### src/rtl/noc_flit_pkg.sv
// Shared NoC flit definitions used by the AXIS upsizer and the NoC-side downsizer.
// Holds the flit type codes, the bit positions of the control fields packed into
// HEADER/TAIL flits, the empty-TAIL constant and the padding encoders.
package noc_flit_pkg;

    typedef enum logic [1:0] {
        FlitHeader     = 2'b00,
        FlitBody       = 2'b01,
        FlitTail       = 2'b10,
        FlitHeaderTail = 2'b11
    } flit_type_e;

    // HEADER / HEADER_TAIL field layout
    localparam int unsigned HdrPayloadBytes = 4;
    localparam int unsigned HdrPadOffset    = 32;
    localparam int unsigned HdrPadSize      = 4;
    localparam int unsigned HdrLastBit      = 36;
    localparam int unsigned TidOffset       = 37;
    localparam int unsigned TidSize         = 5;
    localparam int unsigned TdestOffset     = 53;
    localparam int unsigned TdestSize       = 11;

    // TAIL field layout
    localparam int unsigned TailPayloadBytes = 7;
    localparam int unsigned TailPadOffset    = 56;
    localparam int unsigned TailPadSize      = 7;
    localparam int unsigned TailLastBit      = 63;

    localparam int unsigned BodyPayloadBytes = 8;

    // A TAIL carrying no payload; the downsizer recognises it by this exact value.
    localparam logic [63:0] EmptyTail = 64'hFF00_0000_0000_0000;

    // One-hot at the count of valid bytes; all-zero when the header is full.
    function automatic logic [HdrPadSize-1:0] hdr_pad(input logic [3:0] n);
        hdr_pad = '0;
        if (n < 4'(HdrPayloadBytes)) begin
            hdr_pad[n[1:0]] = 1'b1;
        end
    endfunction

    // One-hot at the count of valid bytes; all-zero when the tail is full.
    function automatic logic [TailPadSize-1:0] tail_pad(input logic [3:0] n);
        tail_pad = '0;
        if (n < 4'(TailPayloadBytes)) begin
            tail_pad[n[2:0]] = 1'b1;
        end
    endfunction

endpackage

### src/rtl/axis_network_data_upsizer.sv
// Packs a byte-wide AXI Stream into 64-bit NoC flits (HEADER, BODY, TAIL,
// HEADER_TAIL) for the network interface injection path.
// Ports:
//   s_axis_aclk / s_axis_arstn      : clock, asynchronous active-low reset
//   s_axis_t{data,valid,ready,last,keep,id,dest} : byte-wide AXIS slave
//   network_flit_o / _type_o / _valid_o, network_ready_i : registered flit output
module axis_network_data_upsizer
    import noc_flit_pkg::*;
#(
    parameter int unsigned AxisDataWidth = 8,
    parameter int unsigned NocDataWidth  = 64,
    parameter int unsigned flitTypeSize  = 2,
    parameter int unsigned KeepEnable    = 0,
    parameter int unsigned TIdWidth      = 5,
    parameter int unsigned TDestWidth    = 11
) (
    input  logic                     s_axis_aclk,
    input  logic                     s_axis_arstn,
    input  logic [AxisDataWidth-1:0] s_axis_tdata,
    input  logic                     s_axis_tvalid,
    output logic                     s_axis_tready,
    input  logic                     s_axis_tlast,
    input  logic                     s_axis_tkeep,
    input  logic [TIdWidth-1:0]      s_axis_tid,
    input  logic [TDestWidth-1:0]    s_axis_tdest,
    output logic [NocDataWidth-1:0]  network_flit_o,
    output logic [flitTypeSize-1:0]  network_flit_type_o,
    output logic                     network_valid_o,
    input  logic                     network_ready_i
);

    typedef enum logic [1:0] {StHdr, StBody, StEtail} state_e;

    state_e                    r_state, w_state_next;
    logic [3:0]                r_cnt, w_cnt_fill, w_cnt_d;
    logic [NocDataWidth-1:0]   r_buf, w_buf_fill, w_buf_d;
    logic                      r_in_pkt;
    logic [TIdWidth-1:0]       r_tid, w_tid;
    logic [TDestWidth-1:0]     r_tdest, w_tdest;
    logic [NocDataWidth-1:0]   r_flit, w_flit, w_hdr, w_tail;
    logic [flitTypeSize-1:0]   r_type, w_type;
    logic                      r_valid, w_emit;
    logic                      w_out_free, w_ready, w_accept, w_keep, w_store;

    assign w_out_free = !r_valid || network_ready_i;
    // Gated by the reset input so tready stays low while reset is held.
    assign w_ready    = s_axis_arstn && (r_state != StEtail) && w_out_free;
    assign w_accept   = s_axis_tvalid && w_ready;
    assign w_keep     = (KeepEnable != 0) ? s_axis_tkeep : 1'b1;
    assign w_store    = w_accept && w_keep;

    // The first accepted beat of a packet supplies tid/tdest directly.
    assign w_tid      = r_in_pkt ? r_tid : s_axis_tid;
    assign w_tdest    = r_in_pkt ? r_tdest : s_axis_tdest;

    // Buffer and count as they would be with the current beat included.
    always_comb begin
        w_buf_fill = r_buf;
        w_cnt_fill = r_cnt;
        if (w_store) begin
            for (int i = 0; i < 8; i++) begin
                if (r_cnt == 4'(i)) begin
                    w_buf_fill[8*i +: 8] = s_axis_tdata;
                end
            end
            w_cnt_fill = r_cnt + 4'd1;
        end
    end

    always_comb begin
        w_hdr                                = '0;
        w_hdr[8*HdrPayloadBytes-1:0]         = w_buf_fill[8*HdrPayloadBytes-1:0];
        w_hdr[HdrPadOffset +: HdrPadSize]    = hdr_pad(w_cnt_fill);
        w_hdr[HdrLastBit]                    = s_axis_tlast;
        w_hdr[TidOffset +: TidSize]          = w_tid;
        w_hdr[TdestOffset +: TdestSize]      = w_tdest;

        w_tail                               = w_buf_fill;
        w_tail[TailPadOffset +: TailPadSize] = tail_pad(w_cnt_fill);
        w_tail[TailLastBit]                  = 1'b1;
    end

    always_comb begin
        w_state_next = r_state;
        w_emit       = 1'b0;
        w_flit       = '0;
        w_type       = FlitHeader;
        w_buf_d      = w_buf_fill;
        w_cnt_d      = w_cnt_fill;

        unique case (r_state)
            StHdr: begin
                if (w_accept) begin
                    if (s_axis_tlast) begin
                        w_emit = 1'b1;
                        w_flit = w_hdr;
                        w_type = FlitHeaderTail;
                    end else if (w_cnt_fill == 4'(HdrPayloadBytes)) begin
                        w_emit       = 1'b1;
                        w_flit       = w_hdr;
                        w_type       = FlitHeader;
                        w_state_next = StBody;
                    end
                end
            end
            StBody: begin
                if (w_accept) begin
                    if (w_cnt_fill == 4'(BodyPayloadBytes)) begin
                        // A full BODY cannot carry the end marker; follow with an empty TAIL.
                        w_emit       = 1'b1;
                        w_flit       = w_buf_fill;
                        w_type       = FlitBody;
                        w_state_next = s_axis_tlast ? StEtail : StBody;
                    end else if (s_axis_tlast) begin
                        w_emit       = 1'b1;
                        w_flit       = (w_cnt_fill == 4'd0) ? EmptyTail : w_tail;
                        w_type       = FlitTail;
                        w_state_next = StHdr;
                    end
                end
            end
            StEtail: begin
                if (w_out_free) begin
                    w_emit       = 1'b1;
                    w_flit       = EmptyTail;
                    w_type       = FlitTail;
                    w_state_next = StHdr;
                end
            end
            default: w_state_next = StHdr;
        endcase

        if (w_emit) begin
            w_buf_d = '0;
            w_cnt_d = '0;
        end
    end

    always_ff @(posedge s_axis_aclk or negedge s_axis_arstn) begin
        if (!s_axis_arstn) begin
            r_state  <= StHdr;
            r_cnt    <= '0;
            r_buf    <= '0;
            r_in_pkt <= 1'b0;
            r_tid    <= '0;
            r_tdest  <= '0;
            r_flit   <= '0;
            r_type   <= '0;
            r_valid  <= 1'b0;
        end else begin
            r_state <= w_state_next;
            r_cnt   <= w_cnt_d;
            r_buf   <= w_buf_d;
            if (w_accept) begin
                r_in_pkt <= !s_axis_tlast;
                if (!r_in_pkt) begin
                    r_tid   <= s_axis_tid;
                    r_tdest <= s_axis_tdest;
                end
            end
            if (w_emit) begin
                r_flit  <= w_flit;
                r_type  <= w_type;
                r_valid <= 1'b1;
            end else if (network_ready_i) begin
                r_valid <= 1'b0;
            end
        end
    end

    assign s_axis_tready       = w_ready;
    assign network_flit_o      = r_flit;
    assign network_flit_type_o = r_type;
    assign network_valid_o     = r_valid;

endmodule
### config.mk
export PLATFORM = sky130hd
export DESIGN_NAME = axis_network_data_upsizer
export DESIGN_NICKNAME = d
export VERILOG_FILES = /design/src/rtl/noc_flit_pkg.sv /design/src/rtl/axis_network_data_upsizer.sv
export SDC_FILE = /design/constraint.sdc
export NUM_CORES = 1
export LEC_CHECK = 0
export CORE_UTILIZATION = 43
export DETAILED_ROUTE_END_ITERATION = 10
export HOLD_SLACK_MARGIN = 0.05
export PLACE_DENSITY = 0.63
export RECOVER_POWER = 50
export SLEW_MARGIN = 15
export SYNTH_ARGS = -nofsm -noshare
export SYNTH_HDL_FRONTEND = slang
export SYNTH_SLANG_ARGS = --single-unit
### constraint.sdc
create_clock -name s_axis_aclk -period 5.6 [get_ports s_axis_aclk]
set_input_delay 1.12 -clock s_axis_aclk [delete_from_list [all_inputs] [get_ports s_axis_aclk]]
set_output_delay 1.12 -clock s_axis_aclk [all_outputs]
set_load 0.05 [all_outputs]
* Word level (Yosys, flattened, before mapping)
Index checks and enable logic that the tools add are counted.
** Word-level totals
- Register bits :: 154
- Bits of input ports :: 30
- Output and inout port bits :: 68
- Logic and storage cells :: 102
** Cells by class
- Add/sub/neg operators :: 1
- $lt $le $gt $ge :: 6
- Eq/ne operators :: 18
- Muxes and demuxes :: 55
- Reductions and logical operators :: 13
** Operator list (number)
- $mux W64 :: 9
- $pmux W64 S3 :: 1
- $mux W8 :: 8
- $mux W63 :: 1
- $mux W2 :: 14
- $eq A4 B3 Y1 const B :: 5
- $mux W4 :: 3
- $ne A2 B2 Y1 const B :: 6
- $pmux W2 S3 :: 2
- $mux W1 :: 11
- $mux W11 :: 1
- $eq A4 B2 Y1 const B :: 2
- $logic_not A4 Y1 :: 2
- $lt A4 B3 Y1 const B :: 2
- $mux W7 :: 1
- $reduce_and A6 Y1 :: 1
- $logic_and A1 B1 Y1 :: 5
- $mux W5 :: 1
- $add A4 B1 Y4 const B :: 1
- $eq A4 B1 Y1 const B :: 1
- $eq A4 B4 Y1 const B :: 1
- $lt A3 B4 Y1 const B :: 1
- $demux W1 S3 :: 1
- $ge A3 B1 Y1 const B :: 1
- other kinds (11) :: 12

* Longest topological paths before layout
- Word-level depth :: 15
- Mapped depth :: 12
- Gate-level depth less buffers :: 9

* Least setup slack after synthesis
No wires, ideal clock.
- Path kind :: in2out
- From :: input port network_ready_i
- To :: output port s_axis_tready
- Arrival time :: 1.838 ns
- Setup slack :: 2.642 ns
- Cell stages on the path :: 3
- Path buffers :: 1
- Cell sequence :: nand2b_1 buf_2 and3_1
** Between the ends
- Longest elaborated chain between the ends :: 2
** RTL lines
- from (decl) :: line axis_network_data_upsizer.sv:29 : input logic network_ready_i
- $logic_or A1 B1 Y1 :: line axis_network_data_upsizer.sv:45 : assign w_out_free = !r_valid || network_ready_i;
- $logic_and A1 B1 Y1 :: line axis_network_data_upsizer.sv:47 : assign w_ready = s_axis_arstn && (r_state != StEtail) && w_out_free;
- to (decl) :: line axis_network_data_upsizer.sv:21 : output logic s_axis_tready,
Every way passes these cells.

* Worst setup path in the final report
- From :: input port network_ready_i
- To :: register r_flit[0] (netlist: network_flit_o[0])
** Between the ends
- Longest elaborated chain between the ends :: 10
- Elaborated cells between the ends (all ways) :: 23
- Those cells by class :: eq/ne: 2; mux: 17; reduce/logical: 4
** RTL lines
- $logic_or A1 B1 Y1 (*) :: line axis_network_data_upsizer.sv:45
- $logic_and A1 B1 Y1 :: line axis_network_data_upsizer.sv:47
- $logic_and A1 B1 Y1 :: line axis_network_data_upsizer.sv:48 : assign w_accept = s_axis_tvalid && w_ready;
- $mux W4 :: line axis_network_data_upsizer.sv:60 : if (w_store) begin
- $logic_not A4 Y1 :: line axis_network_data_upsizer.sv:116 : w_flit = (w_cnt_fill == 4'd0) ? EmptyTail : w_tail;
- $mux W63 :: line axis_network_data_upsizer.sv:116
- $mux W64 :: line axis_network_data_upsizer.sv:114 : end else if (s_axis_tlast) begin
- $mux W64 :: line axis_network_data_upsizer.sv:108 : if (w_cnt_fill == 4'(BodyPayloadBytes)) begin
- $mux W64 :: line axis_network_data_upsizer.sv:107 : if (w_accept) begin
- $pmux W64 S3 :: line axis_network_data_upsizer.sv:91 : unique case (r_state)
- to (signal assigned) :: line axis_network_data_upsizer.sv:162 : r_flit <= w_flit;
- to (decl) :: line axis_network_data_upsizer.sv:40 : logic [NocDataWidth-1:0] r_flit, w_flit, w_hdr, w_tail;
Mark *: on every way between the ends. The rest lies on a longest branch, timed or not.
A chain may end at the register's enable or synchronous reset.

==> Implementation_results.wiki <==
{| class="wikitable"
! Metric !! Value
|-
| Signal arrival time at the worst endpoint || 4.32 ns
|-
| Post CTS Setup Buffer Count || 0
|-
| Global route overflow || 0
|-
| Maximum buffer depth of the clock tree || 2
|-
| Top-area cell type share of the netlist area || 56.7%
|-
| Setup TNS || 0 ns
|-
| Leading area contributor after synthesis || dfrtp_1
|-
| Final antenna diode count || 0
|-
| Total power per unit cell area || 552 mW/mm2
|-
| Result of the run || finished, final reports clean
|-
| Main synth FF type || dfrtp_1
|-
| Number of buffer and inverter instances along the worst setup path || 1
|-
| Biggest area contributors in the synthesized netlist || dfrtp_1, mux2i_1, nand2_1, nor2_1, mux2_2
|-
| Post-Syn Instances || 609
|-
| Clk pin slew, worst setup/hold paths || 0.06 ns
|-
| Share of synthesized flip-flops with an asynchronous set or reset || 100%
|-
| Hpwl dp || 10700 um
|-
| Combinational Power Share || 39.2%
|-
| Setup Crit Path Kind || input port to flop
|-
| Slowest stage cell, crit path || a21o_1
|-
| Synth Register Bits || 154
|-
| Maximum clock frequency || 0.248 GHz
|-
| Layout Skew || 0.00748 ns
|-
| Net Switching || 1.91 mW
|-
| Total detailed-routing wirelength || 15700 um
|-
| Most common library cell in the layout ignoring fill and taps || dfrtp_1
|-
| Proportion of synthesized chip area in sequential cells || 56.7%
|-
| Cell-by-cell trace of the critical path || dlygate4sd3_1, and2b_1, nor4_1, nand3_1, nand2_1, a21o_1, and2_4, o21ai_0
|-
| Largest net degree at the start of global routing || 63
|-
| Weighted congestion reported at the end of routability-driven placement || 0.865
|-
| Post-CTS Hold Buffers || 0
|-
| Final Critical Period || 4.03 ns
|-
| Root buffer cell || clkbuf_16
|-
| Clock tree from TritonCTS || built
|-
| First-pass GRT wire length || 25600 um
|-
| Synthesized area || 0.00679 mm2
|-
| CP max FO || 32
|-
| Number of max-cap violations || 0
|-
| DR vias/cell || 5.29
|-
| Die Span Y || 128 um
|-
| Maximum VDD drop || 0.000305 V
|-
| Final hold violation count || 0
|-
| Number of global-route vias before repair || 4826
|-
| Required time worst endpoint || 5.89 ns
|-
| Number of nets in the layout || 726
|-
| Ratio of cells with drive above 1 in the final layout || 10.9%
|-
| DR vias || 4847
|-
| Number of buffers created by CTS || 17
|-
| Number of antenna violations at the first check in global routing || 0
|-
| Sequential group share of total power || 36.4%
|-
| Count of H-tree levels built during CTS || 4
|-
| Avg WL per Cell || 17.1 um
|-
| Width of the chip || 128 um
|-
| Int Power || 2.74 mW
|-
| Number of sinks handled by clock tree synthesis || 154
|-
| Number of synthesized flops with an enable pin || 0
|-
| Boundary pin count || 98
|-
| Clock latency on the worst-skew pair || 0.43 ns
|-
| Hold crit path type || flop to flop
|-
| Post-cts sizing count || 0
|-
| Most frequent cells in the layout || dfrtp_1, mux2i_1, nand2_1
|-
| Overall power of the completed layout || 4.65 mW
|-
| Router iterations before antenna repair || 4
|-
| Port Buffer Count || 96
|-
| Final Cycle Share || 71.9%
|-
| Area added between synthesis and finish || 23.9%
|-
| Max-slew violation count || 0
|-
| Post-synth net total || 643
|-
| Switching Share || 41.1%
|-
| Yosys synthesis warning count || 0
|-
| Starting density of the core || 44.3%
|-
| Peak per-stage delay on the critical path || 0.69 ns
|-
| Core region area || 0.0153 mm2
|-
| Total leakage power || 4.32 nW
|-
| Cell Rows || 45
|-
| Detailed Route Iter0 Violations || 205
|-
| All-layer global routing usage || 20.8%
|-
| Post-Synthesis Mean Instance Area || 11.2 um2
|-
| Clock network fraction of total power || 24.4%
|-
| Worst-case headroom to the max-slew limit || 2.43%
|-
| Setup repair after global routing missed its margin || no
|-
| Number of endpoints failing setup at the final stage || 0
|-
| Number of remaining DRC errors || 0
|-
| Endpoint type of the worst setup path || flop
|-
| Kind of cell adding the most delay to the critical path || simple AND/OR/NAND/NOR gates
|-
| Total die area || 0.0163 mm2
|-
| Startpoint type of the worst setup path || input port
|-
| Count of different cell masters after synthesis || 53
|-
| Post-DRT Antenna Nets || 0
|-
| Slew of the pin with the lowest slew margin || 1.46 ns
|}
registers in the layout, summed over array words and instances, names as in the netlist:
name                 cells
r_cnt                    4
r_tid                    5
network_flit_type_o      2
r_buf                   64
network_valid_o          1
r_state                  2
r_in_pkt                 1
network_flit_o          64
r_tdest                 11
stage by stage:
stage / instances / cell area (um2) / hold slack [ns] / worst slack [ns] / utilization [%]
floorplan: 609 / 6790 / 0.480 / 2.64 / -
global placement: 884 / 7860 / 0.463 / 1.45 / 51.3
detailed placement: 884 / 7860 / 0.468 / 1.39 / 51.3
CTS: 916 / 8450 / 0.483 / 1.60 / 55.2
global route: 916 / 8410 / 0.501 / 1.27 / 54.9
finish: 916 / 8410 / 0.470 / 1.57 / 54.9
logic make-up after synthesis:
logic type	after synthesis	synth area share [%]
AOI/OAI and AO/OA	109	11.0
adders and majority gates	4	0.737
muxes	98	14.7
DFF	154	56.7
xor gates and xnor gates	4	0.516
and+or+nand+nor	195	12.8
buffers and inverters	45	3.43
tightest hold or removal path, delay by kind of cell, from the launching register on:
family | cells | cell delay [ns]
AND/OR/NAND/NOR | 1 | 0.06
AO/OA/AOI/OAI | 1 | 0.05
flip-flops | 1 | 0.33
metal layers:
metal	vias to the layer above	part of all wire, %	track usage [%]
li1	2288	-	-
met1	2407	47	28.3
met2	128	47	33.0
met3	24	4.4	4.30
met4	0	1.8	7.75
met5	-	0	0
power groups by stage:
| stage | combinational, mW | sequential [mW] | clock, mW |
|---|---|---|---|
| 6_report | 1.82 | 1.69 | 1.13 |
| 5_1_grt | 1.95 | 1.74 | 1.21 |
| 4_1_cts | 1.89 | 1.70 | 1.15 |
| 3_5_place_dp | 1.88 | 1.71 | 0 |
| 3_3_place_gp | 1.85 | 1.69 | 0 |
| 2_1_floorplan | 0.709 | 2.27 | 0 |
layout make-up:
type,instances,area [um2]
clock buffer,19,443
clock inverter,13,140
fill,1378,6900
inverter,5,18.8
multi-input combinational,410,2680
sequential,154,3850
tap,211,264
timing repair buffer,104,1020
cells in the mapped netlist (3+ instances only):
master      n
dfrtp_1   154
a211o_1     4
xnor2_1     3
o221ai_1   15
a21o_1      3
and3_1      3
mux2i_1    82
inv_1       5
buf_1       9
o21ai_2    13
clkbuf_1   10
nand2b_1    3
buf_6       4
o21ai_0    29
ha_1        4
or3_1       4
a21oi_1    13
buf_2      11
mux2_2     16
o21ai_1    17
nor3_1      4
buf_4       5
nor2_1     77
nand2_1    78
nand3_1     9
final timing paths:
path | depth (start not counted) | slack, ns | to | startpoint
setup / recovery | 8 | 1.57 | network_flit_o[0] | network_ready_i
hold / removal | 2 | 0.47 | network_flit_o[18] | network_flit_o[18]
setup reg to reg | 9 | 1.77 | network_flit_o[0] | r_cnt[0]
hold reg to reg | 2 | 0.47 | network_flit_o[18] | network_flit_o[18]
max in group asynchronous | 3 | 2.53 | network_flit_o[5] | s_axis_arstn
min in group asynchronous | 1 | 0.58 | r_state[1] | s_axis_arstn
Note: power is estimated with default switching activity, not from simulation.
